<file path="src/rtl/buscaminas_pkg.sv">
// rtl/buscaminas_pkg.sv - shared types, cell layout, directions and neighbour helper
// Contents:
//   state_e      : sequencer states
//   BIT_*/ *_M   : cell bit positions and masks
//   DIR_*        : cursor direction codes
//   nbr_t/nbr_of : neighbour slot -> {valid, address} for an 8x8 board
//   clamp_bombs  : requested mine count clamped to 1..63
package buscaminas_pkg;

  typedef enum logic [3:0] {
    S_IDLE,
    S_CLEAR,
    S_PLACE_PICK,
    S_PLACE_NBR,
    S_PLAY,
    S_FLOOD_SCAN,
    S_FLOOD_NBR,
    S_WIN,
    S_LOSE
  } state_e;

  localparam int BIT_MINE = 7;
  localparam int BIT_REV  = 6;
  localparam int BIT_FLAG = 5;

  localparam logic [7:0] MINE_M = 8'h80;
  localparam logic [7:0] REV_M  = 8'h40;
  localparam logic [7:0] FLAG_M = 8'h20;

  localparam logic [1:0] DIR_UP    = 2'b00;
  localparam logic [1:0] DIR_DOWN  = 2'b01;
  localparam logic [1:0] DIR_LEFT  = 2'b10;
  localparam logic [1:0] DIR_RIGHT = 2'b11;

  typedef struct packed {
    logic       valid;
    logic [5:0] addr;
  } nbr_t;

  // Slots 0..7 are NW, N, NE, W, E, SW, S, SE. Each slot maps onto a 3x3
  // grid index k (centre k=4 skipped); row/col are offset by +1 so the
  // bounds check never needs signed arithmetic.
  function automatic nbr_t nbr_of(input logic [5:0] addr, input logic [2:0] slot);
    logic [3:0] k, rr, cc;
    nbr_t       n;
    k  = (slot < 3'd4) ? {1'b0, slot} : {1'b0, slot} + 4'd1;
    rr = {1'b0, addr[5:3]} + (k / 4'd3);
    cc = {1'b0, addr[2:0]} + (k % 4'd3);
    n.valid = (rr != 4'd0) && (rr <= 4'd8) && (cc != 4'd0) && (cc <= 4'd8);
    n.addr  = {rr[2:0] - 3'd1, cc[2:0] - 3'd1};
    return n;
  endfunction

  function automatic logic [5:0] clamp_bombs(input logic [7:0] b);
    if (b == 8'd0)       return 6'd1;
    else if (b > 8'd63)  return 6'd63;
    else                 return b[5:0];
  endfunction

endpackage

</file>
<file path="src/rtl/buscaminas_lfsr8.sv">
// rtl/buscaminas_lfsr8.sv - 8-bit Fibonacci LFSR, taps 8,6,5,4
// Ports:
//   clk, rst : clock, synchronous active-low reset (loads SEED)
//   en_i     : advance one step
//   state_o  : current 8-bit state
module lfsr8 #(
  parameter logic [7:0] SEED = 8'hA5
) (
  input  logic       clk,
  input  logic       rst,
  input  logic       en_i,
  output logic [7:0] state_o
);

  logic [7:0] lfsr_q, lfsr_d;

  always_comb begin
    lfsr_d = lfsr_q;
    if (en_i) lfsr_d = {lfsr_q[6:0], lfsr_q[7] ^ lfsr_q[5] ^ lfsr_q[4] ^ lfsr_q[3]};
  end

  always_ff @(posedge clk) begin
    if (!rst) lfsr_q <= SEED;
    else      lfsr_q <= lfsr_d;
  end

  assign state_o = lfsr_q;

endmodule

</file>
<file path="src/rtl/buscaminas_ctrl.sv">
// rtl/buscaminas_ctrl.sv - minesweeper game sequencer driving the external board RAM
// Ports:
//   clk, rst                   : clock, synchronous active-low reset
//   bombs, str                 : mine count request, start/restart pulse
//   move, course, select, mark : play pulses and cursor direction
//   cell_addr/rdata/wr/wdata   : board RAM port (combinational read, write on next edge)
//   cur_row, cur_col           : cursor position
//   busy, game_over, win       : status
module buscaminas_ctrl
  import buscaminas_pkg::*;
#(
  parameter int         N_CELLS   = 64,
  parameter logic [7:0] LFSR_SEED = 8'hA5
) (
  input  logic       clk,
  input  logic       rst,
  input  logic [7:0] bombs,
  input  logic       str,
  input  logic       move,
  input  logic [1:0] course,
  input  logic       select,
  input  logic       mark,
  output logic [5:0] cell_addr,
  input  logic [7:0] cell_rdata,
  output logic       cell_wr,
  output logic [7:0] cell_wdata,
  output logic [2:0] cur_row,
  output logic [2:0] cur_col,
  output logic       busy,
  output logic       game_over,
  output logic       win
);

  localparam logic [5:0] LAST_ADDR = 6'(N_CELLS - 1);
  localparam logic [6:0] CELLS_W   = 7'(N_CELLS);

  state_e     state_q, state_d;
  logic [5:0] idx_q, idx_d, center_q, center_d, placed_q, placed_d, nb_q, nb_d;
  logic [2:0] slot_q, slot_d, row_q, row_d, col_q, col_d;
  logic [6:0] rev_q, rev_d;
  logic       changed_q, changed_d;

  logic [7:0] lfsr;
  logic [1:0] unused_lfsr_hi;
  nbr_t       nbr;
  logic       accept_start, pass_end;
  logic       c_mine, c_rev, c_flag, c_zero;
  logic [6:0] target;

  lfsr8 #(.SEED(LFSR_SEED)) u_lfsr (
    .clk     (clk),
    .rst     (rst),
    .en_i    (1'b1),
    .state_o (lfsr)
  );

  assign unused_lfsr_hi = lfsr[7:6];
  assign c_mine = cell_rdata[BIT_MINE];
  assign c_rev  = cell_rdata[BIT_REV];
  assign c_flag = cell_rdata[BIT_FLAG];
  assign c_zero = (cell_rdata[3:0] == 4'd0);
  assign target = CELLS_W - {1'b0, nb_q};

  always_comb begin
    state_d      = state_q;
    idx_d        = idx_q;
    center_d     = center_q;
    placed_d     = placed_q;
    nb_d         = nb_q;
    slot_d       = slot_q;
    row_d        = row_q;
    col_d        = col_q;
    rev_d        = rev_q;
    changed_d    = changed_q;
    cell_addr    = 6'd0;
    cell_wr      = 1'b0;
    cell_wdata   = 8'd0;
    accept_start = 1'b0;
    pass_end     = 1'b0;
    nbr          = nbr_of(center_q, slot_q);

    unique case (state_q)
      S_IDLE, S_WIN, S_LOSE: accept_start = str;

      S_CLEAR: begin
        cell_addr = idx_q;
        cell_wr   = 1'b1;
        idx_d     = idx_q + 6'd1;
        if (idx_q == LAST_ADDR) state_d = S_PLACE_PICK;
      end

      S_PLACE_PICK: begin
        cell_addr = lfsr[5:0];
        if (!c_mine) begin
          cell_wr    = 1'b1;
          cell_wdata = cell_rdata | MINE_M;
          placed_d   = placed_q + 6'd1;
          center_d   = lfsr[5:0];
          slot_d     = 3'd0;
          state_d    = S_PLACE_NBR;
        end
      end

      S_PLACE_NBR: begin
        if (nbr.valid) begin
          cell_addr  = nbr.addr;
          cell_wr    = 1'b1;
          cell_wdata = cell_rdata + 8'd1;
        end
        slot_d = slot_q + 3'd1;
        if (slot_q == 3'd7) state_d = (placed_q < nb_q) ? S_PLACE_PICK : S_PLAY;
      end

      S_PLAY: begin
        cell_addr = {row_q, col_q};
        if (str) begin
          accept_start = 1'b1;
        end else if (select) begin
          if (!c_flag && !c_rev) begin
            cell_wr    = 1'b1;
            cell_wdata = cell_rdata | REV_M;
            if (c_mine) begin
              state_d = S_LOSE;
            end else begin
              rev_d = rev_q + 7'd1;
              if (c_zero) begin
                idx_d     = 6'd0;
                changed_d = 1'b0;
                state_d   = S_FLOOD_SCAN;
              end else begin
                state_d = (rev_q + 7'd1 == target) ? S_WIN : S_PLAY;
              end
            end
          end
        end else if (mark) begin
          if (!c_rev) begin
            cell_wr    = 1'b1;
            cell_wdata = cell_rdata ^ FLAG_M;
          end
        end else if (move) begin
          unique case (course)
            DIR_UP:    if (row_q != 3'd0) row_d = row_q - 3'd1;
            DIR_DOWN:  if (row_q != 3'd7) row_d = row_q + 3'd1;
            DIR_LEFT:  if (col_q != 3'd0) col_d = col_q - 3'd1;
            DIR_RIGHT: if (col_q != 3'd7) col_d = col_q + 3'd1;
            default: ;
          endcase
        end
      end

      S_FLOOD_SCAN: begin
        cell_addr = idx_q;
        if (c_rev && !c_mine && c_zero) begin
          center_d = idx_q;
          slot_d   = 3'd0;
          state_d  = S_FLOOD_NBR;
        end else if (idx_q == LAST_ADDR) begin
          pass_end = 1'b1;
        end else begin
          idx_d = idx_q + 6'd1;
        end
      end

      S_FLOOD_NBR: begin
        if (nbr.valid) begin
          cell_addr = nbr.addr;
          if (!c_rev && !c_flag && !c_mine) begin
            cell_wr    = 1'b1;
            cell_wdata = cell_rdata | REV_M;
            rev_d      = rev_q + 7'd1;
            changed_d  = 1'b1;
          end
        end
        slot_d = slot_q + 3'd1;
        if (slot_q == 3'd7) begin
          // The scan resumes after the centre; a centre at the last address
          // closes the pass here rather than costing an extra scan cycle.
          if (center_q == LAST_ADDR) pass_end = 1'b1;
          else begin
            idx_d   = center_q + 6'd1;
            state_d = S_FLOOD_SCAN;
          end
        end
      end

      default: state_d = S_IDLE;
    endcase

    if (pass_end) begin
      if (changed_d) begin
        changed_d = 1'b0;
        idx_d     = 6'd0;
        state_d   = S_FLOOD_SCAN;
      end else begin
        state_d = (rev_d == target) ? S_WIN : S_PLAY;
      end
    end

    if (accept_start) begin
      state_d   = S_CLEAR;
      idx_d     = 6'd0;
      placed_d  = 6'd0;
      rev_d     = 7'd0;
      changed_d = 1'b0;
      nb_d      = clamp_bombs(bombs);
    end
  end

  always_ff @(posedge clk) begin
    if (!rst) begin
      state_q   <= S_IDLE;
      idx_q     <= 6'd0;
      center_q  <= 6'd0;
      placed_q  <= 6'd0;
      nb_q      <= 6'd0;
      slot_q    <= 3'd0;
      row_q     <= 3'd0;
      col_q     <= 3'd0;
      rev_q     <= 7'd0;
      changed_q <= 1'b0;
    end else begin
      state_q   <= state_d;
      idx_q     <= idx_d;
      center_q  <= center_d;
      placed_q  <= placed_d;
      nb_q      <= nb_d;
      slot_q    <= slot_d;
      row_q     <= row_d;
      col_q     <= col_d;
      rev_q     <= rev_d;
      changed_q <= changed_d;
    end
  end

  assign cur_row   = row_q;
  assign cur_col   = col_q;
  assign busy      = (state_q == S_CLEAR) || (state_q == S_PLACE_PICK) || (state_q == S_PLACE_NBR) ||
                     (state_q == S_FLOOD_SCAN) || (state_q == S_FLOOD_NBR);
  assign game_over = (state_q == S_LOSE);
  assign win       = (state_q == S_WIN);

endmodule

</file>
<file path="config.mk">
export PLATFORM = sky130hd
export DESIGN_NAME = buscaminas_ctrl
export DESIGN_NICKNAME = d
export VERILOG_FILES = /design/src/rtl/buscaminas_pkg.sv /design/src/rtl/buscaminas_lfsr8.sv /design/src/rtl/buscaminas_ctrl.sv
export SDC_FILE = /design/constraint.sdc
export NUM_CORES = 1
export LEC_CHECK = 0
export CELL_PAD_IN_SITES_DETAIL_PLACEMENT = 0
export CELL_PAD_IN_SITES_GLOBAL_PLACEMENT = 1
export CORE_MARGIN = 4
export CORE_UTILIZATION = 46
export CTS_CLUSTER_SIZE = 10
export DETAILED_ROUTE_END_ITERATION = 6
export PLACE_DENSITY_LB_ADDON = 0.1
export SYNTH_ARGS = -nofsm -noshare
export SYNTH_HDL_FRONTEND = slang
export SYNTH_SLANG_ARGS = --single-unit
</file>
<file path="constraint.sdc">
create_clock -name clk -period 10.4 [get_ports clk]
set_input_delay 1.04 -clock clk [delete_from_list [all_inputs] [get_ports clk]]
set_output_delay 1.04 -clock clk [all_outputs]
set_load 0.05 [all_outputs]
</file>
Word level (Yosys, flattened, before mapping)
Index checks and enable logic that the tools add are counted.

Reduce and logical (&&, ||, !) cells: 38. Bitwise logic cells: 9. Mux-type cells: 89. Div/mod/pow operators: 2. Order comparisons: 5. Add/subtract/negate cells: 16. Eq/ne operators: 44.

Operators by type and width (count): 2-to-1 mux 6 bit (16); 2-to-1 mux 8 bit (9); 2-to-1 mux 4 bit (12); case mux 6 bit (4 select lines) (2); 2-to-1 mux 7 bit (6); != test 3 bit (second input constant) (12); != test 4 bit (second input constant) (9); case mux 8 bit (4 select lines) (1); case mux 4 bit (7 select lines) (1); 2-to-1 mux 1 bit (22); 2-to-1 mux 3 bit (7); AND reduction 10 bit (2); adder 6 x 1 -> 6 bit (second input constant) (3); equality test 4 x 3 -> 1 bit (second input constant) (4); AND reduction 8 bit (2); equality test 7 bit (2); != test 2 bit (second input constant) (7); case mux 7 bit (2 select lines) (1); equality test 6 bit (second input constant) (2); case mux 3 bit (2 select lines) (2); case mux 6 bit (2 select lines) (1); subtractor 3 x 1 -> 3 bit (second input constant) (4); adder 3 x 1 -> 3 bit (second input constant) (3); case mux 3 bit (3 select lines) (1); other kinds (35) (72).

Register bits after elaboration: 53. Output and inout port bits: 24.

Longest topological paths before layout
Gate-level depths: netlist of the first run.

Depth in word-level cells: 15. Gate-level depth with buffers: 24.

Hierarchy
From an unflattened synthesis of the first run, not the netlist that was laid out.

Cell total of the unflattened synthesis: 688. Area total of the unflattened synthesis: 5084.9 sq um.

By module, submodules not included: buscaminas_ctrl (area each 4770.8 sq um, instances 1, seq. area each 900.9 sq um, cells each 660); lfsr8 (area each 314.1 sq um, instances 1, seq. area each 160.2 sq um, cells each 28).

Worst setup path before layout of the first run
No wires, ideal clock.

Path type: reg-to-output. From: register slot_q[0]. To: output port cell_wdata[7]. Stages on the path, launching flop included: 23. Setup slack: 4072 ps. Arrival time: 5288 ps. Buffers on the path: 1. Required time: 9360 ps. Cell sequence: dfxtp_1 > ha_1 > inv_1 > ha_1 > inv_1 > nor2_1 > o21ai_0 > o21ai_0 > xor2_1 > ha_1 > or3_1 > xor2_1 > ha_1 > inv_1 > fa_1 > ha_1 > nand2_1 > xor2_2 > xnor2_2 > and3_2 > clkbuf_1 > a21oi_1 > o21ai_0.

Word-level cells in the longest chain between the ends: 10. Elaborated cells between the ends (all ways): 17. Classes of those cells: add/sub (3); div (2); order compare (3); mux (4); reduce/logical (5).

RTL lines: start, declared (line buscaminas_ctrl.sv:39) `logic [2:0] slot_q, slot_d, row_q, row_d, col_q, col_d;`; start signal, assigned (line buscaminas_ctrl.sv:227) `slot_q <= slot_d;`; adder 3 x 1 -> 4 bit / < comparator 3 bit (equally long branches) (line buscaminas_pkg.sv:46) `k = (slot < 3'd4) ? {1'b0, slot} : {1'b0, slot} + 4'd1;`; 2-to-1 mux 4 bit * (line buscaminas_pkg.sv:46); divider 4 x 2 -> 4 bit (line buscaminas_pkg.sv:47) `rr = {1'b0, addr[5:3]} + (k / 4'd3);`; adder 3 x 4 -> 4 bit (line buscaminas_pkg.sv:47); less-or-equal comparator 4 bit / nonzero test 4 bit (equally long branches) (line buscaminas_pkg.sv:49) `n.valid = (rr != 4'd0) && (rr <= 4'd8) && (cc != 4'd0) && (cc <= 4'd8);`; logical AND 1 bit (2 in series) (line buscaminas_pkg.sv:49); logical AND 1 bit * (line buscaminas_pkg.sv:49); 2-to-1 mux 8 bit (on tied branches) (line buscaminas_ctrl.sv:165, buscaminas_ctrl.sv:105); case mux 8 bit (4 select lines) * (line buscaminas_ctrl.sv:82) `unique case (state_q)`; end, declared (line buscaminas_ctrl.sv:26) `output logic [7:0] cell_wdata,`.

Mark *: on every way between the ends. The rest lies on a longest branch, timed or not.

Worst setup path after layout of the first run
From: register slot_q[0]. To: output port cell_wdata[6].

The elaborated chain is that of the path after synthesis.

==> results of run 1 <==
## synth_stat cells (7+ instances only)
cell type and n:
xor2_1 24, nor3b_1 12, and3_1 13, ha_1 26, clkbuf_1 24, xnor2_1 23
a21oi_1 33, nor2_1 49, mux2i_1 8, o21ai_0 36, and2_1 15, dfxtp_1 53
a222oi_1 7, nand3_1 30, nand2_1 62, inv_1 22, nor2b_1 16, nor3_1 25
nand2b_1 14
## per-layer routing
layer	track usage [%]	share of wire, %
met1	33.1	48
met2	33.4	42
met3	3.22	8.0
met4	5.41	1.5
met5	0	0
## logic make-up after synthesis
group,Yosys count,synth area share [%]
simple gates,265,29.3
compound gates,138,20.6
buf+inv,56,4.94
flops,53,22.9
xor+xnor,50,10.1
fa+ha+maj,30,8.75
mux,13,3.43
## power by group through the flow
| stage | logic (uW) | registers [uW] | clock network (uW) |
|---|---|---|---|
| finish | 448 | 274 | 125 |
| global route | 491 | 280 | 137 |
| CTS | 447 | 272 | 130 |
| detailed placement | 444 | 277 | 0 |
| global placement | 436 | 277 | 0 |
| floorplan | 358 | 246 | 0 |
## registers in the layout, indices dropped and copies added, names as in the netlist
name and count:
center_q 6, changed_q 1, cur_col 3, cur_row 3, idx_q 6, nb_q 6
placed_q 6, rev_q 7, slot_q 3, state_q 4, u_lfsr.state_o 8
## worst min-delay path by stage
stage	from	end
finish	u_lfsr.state_o[6]	u_lfsr.state_o[7]
global route	u_lfsr.state_o[6]	u_lfsr.state_o[7]
CTS	u_lfsr.state_o[6]	u_lfsr.state_o[7]
detailed placement	u_lfsr.state_o[6]	u_lfsr.state_o[7]
global placement	u_lfsr.state_o[6]	u_lfsr.state_o[7]
floorplan	u_lfsr.state_o[6]	u_lfsr.state_o[7]
## area by class of cell
| cell class | count | share of cell area, % |
|---|---|---|
| Clock buffer | 5 | 1.31 |
| Clock inverter | 3 | 0.430 |
| Inverter | 23 | 1.65 |
| Multi-Input combinational cell | 496 | 63.8 |
| Sequential cell | 53 | 20.3 |
| Tap cell | 133 | 3.18 |
| Timing Repair Buffer | 50 | 9.41 |
## per-stage QoR
stage	power, uW	utilization [%]
CTS	849	53.6
global route	908	53.6
finish	847	53.6
detailed placement	721	52.7
floorplan	603	-
global placement	713	52.7
## cell usage in the layout (no fill, tap or decap), types with 12 or more instances in the layout
cell type / netlist / layout
nor2b_1: 16 / 16
nand2b_1: 14 / 14
ha_1: 26 / 26
dfxtp_1: 53 / 53
o21ai_0: 36 / 36
nand2_1: 62 / 62
xnor2_1: 23 / 23
clkdlybuf4s50_1: 0 / 47
nand3_1: 30 / 30
inv_1: 22 / 22
nor3_1: 25 / 25
and2_1: 15 / 15
xor2_1: 24 / 24
nor2_1: 49 / 49
a21oi_1: 33 / 33
nor3b_1: 12 / 12
and3_1: 13 / 13
==> results.yml, run 1 <==
timing:
  maxSlewViolCount: 0
  hold_viol: 0
  worst_pin_slew_ps: 1210
  skew_ps: 5.90
  setup_violations: 0
  whs_ps: 429
  layout_setup_ws_ps: 3110
  min_period_over_period_pct: 70.1
  relSlewSlack_pct: 18.7
  rsz0062_at_grt: "no"
  fin_crit_ps: 7290
  fmax_mhz: 137
  tns_ps: 0
pwr:
  comb_power_share_pct: 52.9
  switching_share_pct: 46.8
  sequentialPowerShare_pct: 32.3
  p_sw_uw: 396
  power.internal_uw: 451
  ir_worst_vdd_uv: 92.8
  pwr-share-clk_pct: 14.7
  p_per_area_mw_per_mm2: 162
  leakage_uw: 0.00203
die:
  rows: 36
  core_area_mm2: 0.00977
  start_util_pct: 47.4
  die-area_mm2: 0.0117
  die_y_um: 108
  die_width_um: 108
  io_pins: 48
placement:
  dp.cells: 755
  gp_congestion: 0.897
  portBuffers: 47
  place_area_mm2: 0.00515
  dp_slack_ps: 3520
  dp_hpwl_um: 9630
cts:
  cts_sinks: 53
  root_buffer: "clkbuf_8"
  htree_levels: 2
  cts_hold_buf: 0
  clock_path_buffers: 2
  clk_latency_ps: 320
  tritoncts: "built"
  cts_buffers: 5
  path_clk_slew_ps: 110
  cts-resized-gates: 0
  cts_setup_buffers: 0
min_path:
  hold_path_depth: 1
  holdCritPathClass: "reg2reg"
synth:
  avgSynthCellArea_um2: 7.65
  yosys.area.top_type: "dfxtp_1"
  ys_seq_area_share_pct: 22.9
  synthesis.instances: 605
  synth_area_mm2: 0.00463
  synth_top_area_share_pct: 22.9
  ys_warn_count: 0
  synth-seq-cells: 53
  async_reset_ff_share_pct: 0
  ys.flop_type: "dfxtp_1"
  synthDistinctLibCells: 72
  synth-edff-count: 0
  syn-num-nets: 659
  synthTopCellsByArea: "dfxtp_1, ha_1, nand2_1"
grt:
  grt_max_degree: 33
  grt_usage_pct: 22.2
  grt_pass1_vias: 4189
  grt_first_pass_wirelength_um: 20900
  antenna_found_initial: 0
  grt-ovfl-total: 0
routing:
  vias: 4512
  wl_per_cell_um: 16.5
  routed_wl_um: 12600
  firstDrtPassIters: 7
  antenna_violating_nets_post_route: 0
  drt-initial-drc-count: 394
  drc: 0
  viasPerCell: 5.91
critical_path:
  end_kind: "primary output"
  required_ps: 9360
  worstPathCellList: "ha_1, inv_1, ha_1, inv_1, nor2_1, o21ai_0, o21ai_0, xor2_1, ha_1, or3_1, ha_1, fa_1, inv_1, ha_1, nor3_1, a221oi_1, a22oi_2, nand3_1, nor3_1, a21oi_1, nand3_1, clkdlybuf4s50_1"
  crit_cells: 22
  startpoint_type: "flop"
  crit_arrival_ps: 6250
  crit_start: "slot_q[0]"
  path_class: "reg2out"
  path_buf_inv: 4
  path_delay_family: "adder cells"
  slowest_delay_ps: 810
  r2r_cells: 24
  cp-endpoint: "cell_wdata[6]"
  cpMaxStageDelayCell: "clkdlybuf4s50_1"
  reg2reg_from: "slot_q[0]"
  crit_fanout: 12
  reg2reg_setup_slack_ps: 4410
  cpMostUsedCell: "ha_1"
  reg2reg_to: "state_q[1]"
layout:
  multi_input_area_mm2: 0.00334
  regArea_mm2: 0.00106
  fin_area_mm2: 0.00524
  area_growth_pct: 13.1
  drive_gt1_share_pct: 4.60
  final_net_count: 683
  diodes: 0
  fillers: 970
  fin_cells: 763
flow_run:
  drv_cap: 0
outcome:
  status: "finished, final reports clean"
Power figures use the tool's default switching activity.
==> run 2, diff against run 1 <==
--- a/config.mk
+++ b/config.mk
@@ -8,7 +8,7 @@
 export CELL_PAD_IN_SITES_DETAIL_PLACEMENT = 0
 export CELL_PAD_IN_SITES_GLOBAL_PLACEMENT = 1
 export CORE_MARGIN = 4
-export CORE_UTILIZATION = 46
+export CORE_UTILIZATION = 39
 export CTS_CLUSTER_SIZE = 10
 export DETAILED_ROUTE_END_ITERATION = 6
 export PLACE_DENSITY_LB_ADDON = 0.1
==> constraint.sdc (replaced) <==
create_clock -name clk -period 6.6 [get_ports clk]
set_input_delay 0.66 -clock clk [delete_from_list [all_inputs] [get_ports clk]]
set_output_delay 0.66 -clock clk [all_outputs]
set_load 0.05 [all_outputs]
==> results.yml, run 2 (same netlist as run 1, synthesis figures left out) <==
critical_path:
  required_ps: 5940
  startpoint_type: "flop"
  end_kind: "primary output"
  cp-endpoint: "cell_wdata[1]"
  crit_start: "slot_q[1]"
  reg2reg_from: "slot_q[1]"
  r2r_cells: 24
  path_class: "reg2out"
  reg2reg_to: "state_q[1]"
  crit_fanout: 10
  crit_arrival_ps: 5400
  reg2reg_setup_slack_ps: 900
cts:
  root_buffer: "clkbuf_16"
  cts_buffers: 5
  cts_sinks: 53
  cts_hold_buf: 0
  tritoncts: "built"
  htree_levels: 2
  cts-resized-gates: 0
  path_clk_slew_ps: 80
  cts_setup_buffers: 0
  clock_path_buffers: 2
  clk_latency_ps: 310
die:
  die_width_um: 117
  rows: 39
  die_y_um: 117
  die-area_mm2: 0.0137
  io_pins: 48
  core_area_mm2: 0.0115
  start_util_pct: 40.2
placement:
  place_area_mm2: 0.00516
  dp_hpwl_um: 10100
  dp.cells: 767
  gp_congestion: 0.911
  portBuffers: 47
timing:
  rsz0062_at_grt: "no"
  fmax_mhz: 165
  whs_ps: 417
  hold_viol: 0
  fin_crit_ps: 6060
  setup_violations: 0
  min_period_over_period_pct: 91.8
  maxSlewViolCount: 0
  worst_pin_slew_ps: 1270
  tns_ps: 0
  relSlewSlack_pct: 14.3
  skew_ps: 8.15
layout:
  fin_cells: 775
  final_net_count: 685
  fin_area_mm2: 0.00533
  final_core_util_pct: 46.3
  fillers: 1180
  final_common_cell: "nand2_1"
  final_cell_mix: "nand2_1, dfxtp_1, nor2_1, o21ai_0, a21oi_1"
  area_growth_pct: 15.2
  drive_gt1_share_pct: 6.01
  diodes: 0
  largest_reg_flops: 8
routing:
  routed_wl_um: 13100
  drt-initial-drc-count: 479
  viasPerCell: 5.68
  wl_per_cell_um: 16.9
  drc: 0
  antenna_violating_nets_post_route: 0
  firstDrtPassIters: 5
  vias: 4400
grt:
  grt-ovfl-total: 0
  grt_pass1_vias: 4123
  grt_first_pass_wirelength_um: 21300
  grt_usage_pct: 19.7
  antenna_found_initial: 0
  grt_max_degree: 33
pwr:
  ir_worst_vdd_uv: 132
  p_per_area_mw_per_mm2: 266
  leakage_uw: 0.00225
flow_run:
  drv_cap: 0
outcome:
  status: "finished, final reports clean"
min_path:
  holdCritPathClass: "reg2reg"
-- run 2: worst min path at each step --
stage / startpoint / end / cells past startpoint
global route: u_lfsr.state_o[6] / u_lfsr.state_o[7] / 1
CTS: u_lfsr.state_o[6] / u_lfsr.state_o[7] / 1
finish: u_lfsr.state_o[6] / u_lfsr.state_o[7] / 1
detailed placement: u_lfsr.state_o[6] / u_lfsr.state_o[7] / 1
floorplan: u_lfsr.state_o[6] / u_lfsr.state_o[7] / 1
global placement: u_lfsr.state_o[6] / u_lfsr.state_o[7] / 1
-- run 2: metal layers --
metal,wire length [um],up-vias,share of wire [%],global-route usage [%]
met3,720,6,5.5,4.32
met5,0,-,0,0
li1,-,2218,-,-
met2,5510,122,42,29.5
met1,6770,2054,52,29.1
met4,116,0,0.88,3.90
-- run 2: cell type report --
class,count,area [um2],share of cell area (%)
inverter,23,86.3,1.62
clock buffer,5,125,2.35
timing repair buffer,52,515,9.66
tap,143,179,3.35
multi-input combinational,496,3340,62.6
clock inverter,3,25.0,0.469
sequential,53,1060,19.9
-- run 2: metrics by stage --
step / setup WS (ps) / power, uW
after CTS: 58.7 / 1430
after global placement: 538 / 1140
after global routing: 43.2 / 1510
after floorplan: 652 / 951
final: 540 / 1420
after detailed placement: 424 / 1140
-- run 2: power by group --
| part | switching (uW) | internal, uW | total (uW) |
|---|---|---|---|
| clock network | 133 | 143 | 276 |
| registers | 67.6 | 353 | 420 |
| logic | 437 | 283 | 721 |
-- run 2: critical path: stages (launching register included) --
cell            delay (ps)
dfxtp_1                510
ha_1                   240
inv_1                   50
ha_1                   260
inv_1                  140
nor2_1                  50
o21ai_0                130
o21ai_0                150
xor2_1                 200
ha_1                   250
or3_1                  450
xor2_1                 170
ha_1                   210
inv_1                   70
fa_1                   420
ha_1                   240
nand2_1                100
xor2_2                 270
xnor2_2                200
nand3_1                140
and3_1                 270
o21ai_0                150
dlymetal6s2s_1         440
==> run 3, diff against run 2 <==
--- a/config.mk
+++ b/config.mk
@@ -8,10 +8,12 @@
 export CELL_PAD_IN_SITES_DETAIL_PLACEMENT = 0
 export CELL_PAD_IN_SITES_GLOBAL_PLACEMENT = 1
 export CORE_MARGIN = 4
-export CORE_UTILIZATION = 39
+export CORE_UTILIZATION = 43
 export CTS_CLUSTER_SIZE = 10
 export DETAILED_ROUTE_END_ITERATION = 6
+export DONT_BUFFER_PORTS = 1
 export PLACE_DENSITY_LB_ADDON = 0.1
+export SKIP_CTS_REPAIR_TIMING = 1
 export SYNTH_ARGS = -nofsm -noshare
 export SYNTH_HDL_FRONTEND = slang
 export SYNTH_SLANG_ARGS = --single-unit
==> results.yml, run 3 (same netlist as run 1, synthesis figures left out) <==
cts:
  htree_levels: 2
  path_clk_slew_ps: 110
  cts_sinks: 53
  clock_path_buffers: 2
  clk_latency_ps: 320
  root_buffer: "clkbuf_8"
  tritoncts: "built"
  cts_buffers: 5
critical_path:
  cpMostUsedCell: "ha_1"
  path_class: "reg2out"
  worstPathCellList: "ha_1, inv_1, ha_1, inv_1, nor2_1, o21ai_0, o21ai_1, xor2_1, ha_1, or3_1, xor2_1, ha_1, inv_1, fa_1, ha_1, nand2_1, xor2_2, xnor2_2, nand3_1, and3_1, o21ai_0, nand2_1, o21ai_1, buf_4"
  cpMaxStageDelayCell: "dfxtp_2"
  startpoint_type: "flop"
  crit_fanout: 12
  crit_arrival_ps: 5330
  end_kind: "primary output"
  required_ps: 5940
  r2r_cells: 25
  slowest_delay_ps: 470
pwr:
  power_uw: 1300
  ir_worst_vdd_uv: 146
  p_per_area_mw_per_mm2: 265
  leakage_uw: 0.00197
die:
  rows: 37
  die-area_mm2: 0.0125
  core_area_mm2: 0.0104
  io_pins: 48
  start_util_pct: 44.5
  die_y_um: 112
  die_width_um: 112
routing:
  wl_per_cell_um: 17.0
  drt-initial-drc-count: 439
  maxUsedRoutingLayer: "met4"
  firstDrtPassIters: 5
  wl_met3_um: 882
  antenna_violating_nets_post_route: 0
  routed_wl_um: 12500
  drc: 0
  routed-wl-met2_um: 5240
  drt-met1-wl_um: 6240
  viasPerCell: 5.86
  vias: 4314
timing:
  rsz0062_at_grt: "no"
  tns_ps: 0
  layout_setup_ws_ps: 614
  relSlewSlack_pct: 26.0
  skew_ps: 8.71
  worst_pin_slew_ps: 1100
  maxSlewViolCount: 0
  fin_crit_ps: 5990
  fmax_mhz: 167
  hold_viol: 0
  setup_violations: 0
  min_period_over_period_pct: 90.7
placement:
  place_area_mm2: 0.00480
  dp_hpwl_um: 9700
  dp_slack_ps: 600
  dp.cells: 727
  portBuffers: 0
  gp_congestion: 0.843
layout:
  largest_reg_flops: 8
  area_growth_pct: 6.05
  diodes: 0
  final_cell_mix: "nand2_1, dfxtp_1, nor2_1, a21oi_1, nand3_1"
  fillers: 1078
  final_net_count: 653
  fin_area_mm2: 0.00491
  drive_gt1_share_pct: 8.33
  final_common_cell: "nand2_1"
  fin_cells: 736
grt:
  grt_first_pass_wirelength_um: 21200
  grt_pass1_vias: 4219
  antenna_found_initial: 0
  grt_usage_pct: 20.3
  grt_max_degree: 33
  grt-ovfl-total: 0
min_path:
  hold_path_depth: 1
  holdCritPathClass: "in2reg"
flow_run:
  drv_cap: 0
outcome:
  status: "finished, final reports clean"
run 3: cell types whose count changed in the layout (fill, tap and decap cells not counted), moves of 2 or more:
cell	previous run	this run
nand3_1	30	28
dlymetal6s2s_1	9	0
buf_4	11	20
o21ai_0	36	24
clkbuf_16	5	0
o21ai_1	0	12
clkdlybuf4s50_1	32	0
clkbuf_8	0	5
nand3_2	0	2
run 3: metal layers:
metal	GRT usage, %	up-vias
li1	-	2155
met1	30.4	2028
met2	29.5	123
met3	4.24	8
met4	5.03	0
met5	0	-
run 3: worst paths after layout:
check	start	endpoint	slack, ps
worst max-delay path	slot_q[0]	cell_wdata[4]	610
worst min-delay path	rst	u_lfsr.state_o[0]	400
worst max register to register	slot_q[0]	state_q[1]	940
worst min register to register	u_lfsr.state_o[6]	u_lfsr.state_o[7]	430
run 3: area by class of cell:
class                   count  area (um2)  share of cell area [%]
clock inverters             3        21.3                   0.433
repair buffers             20         150                    3.06
well taps                 136         170                    3.46
multi-input cells         496        3350                    68.2
flip-flops and latches     53        1060                    21.7
clock buffers               5        68.8                    1.40
inverters                  23        86.3                    1.76
run 3: stage by stage:
step                hold WS (ps)  utilization [%]
global placement             397             46.1
detailed placement           407             46.1
finish                       397             47.1
CTS                          388             47.0
floorplan                    386                -
global route                 386             47.1
run 3: where the power goes:
group	internal (uW)	switching [uW]	leakage, uW
Sequential	353	66.2	0.000433
Combinational	260	426	0.00149
Clock	75.8	123	0.0000445
run 3: worst max-delay path, delay by kind of cell, from the launching register on:
family | cells | cell delay [ps]
adders and majority gates | 6 | 1540
and+or+nand+nor | 6 | 1120
xor gates and xnor gates | 4 | 890
AOI/OAI and AO/OA | 4 | 500
DFF | 1 | 470
buffers and inverters | 4 | 470
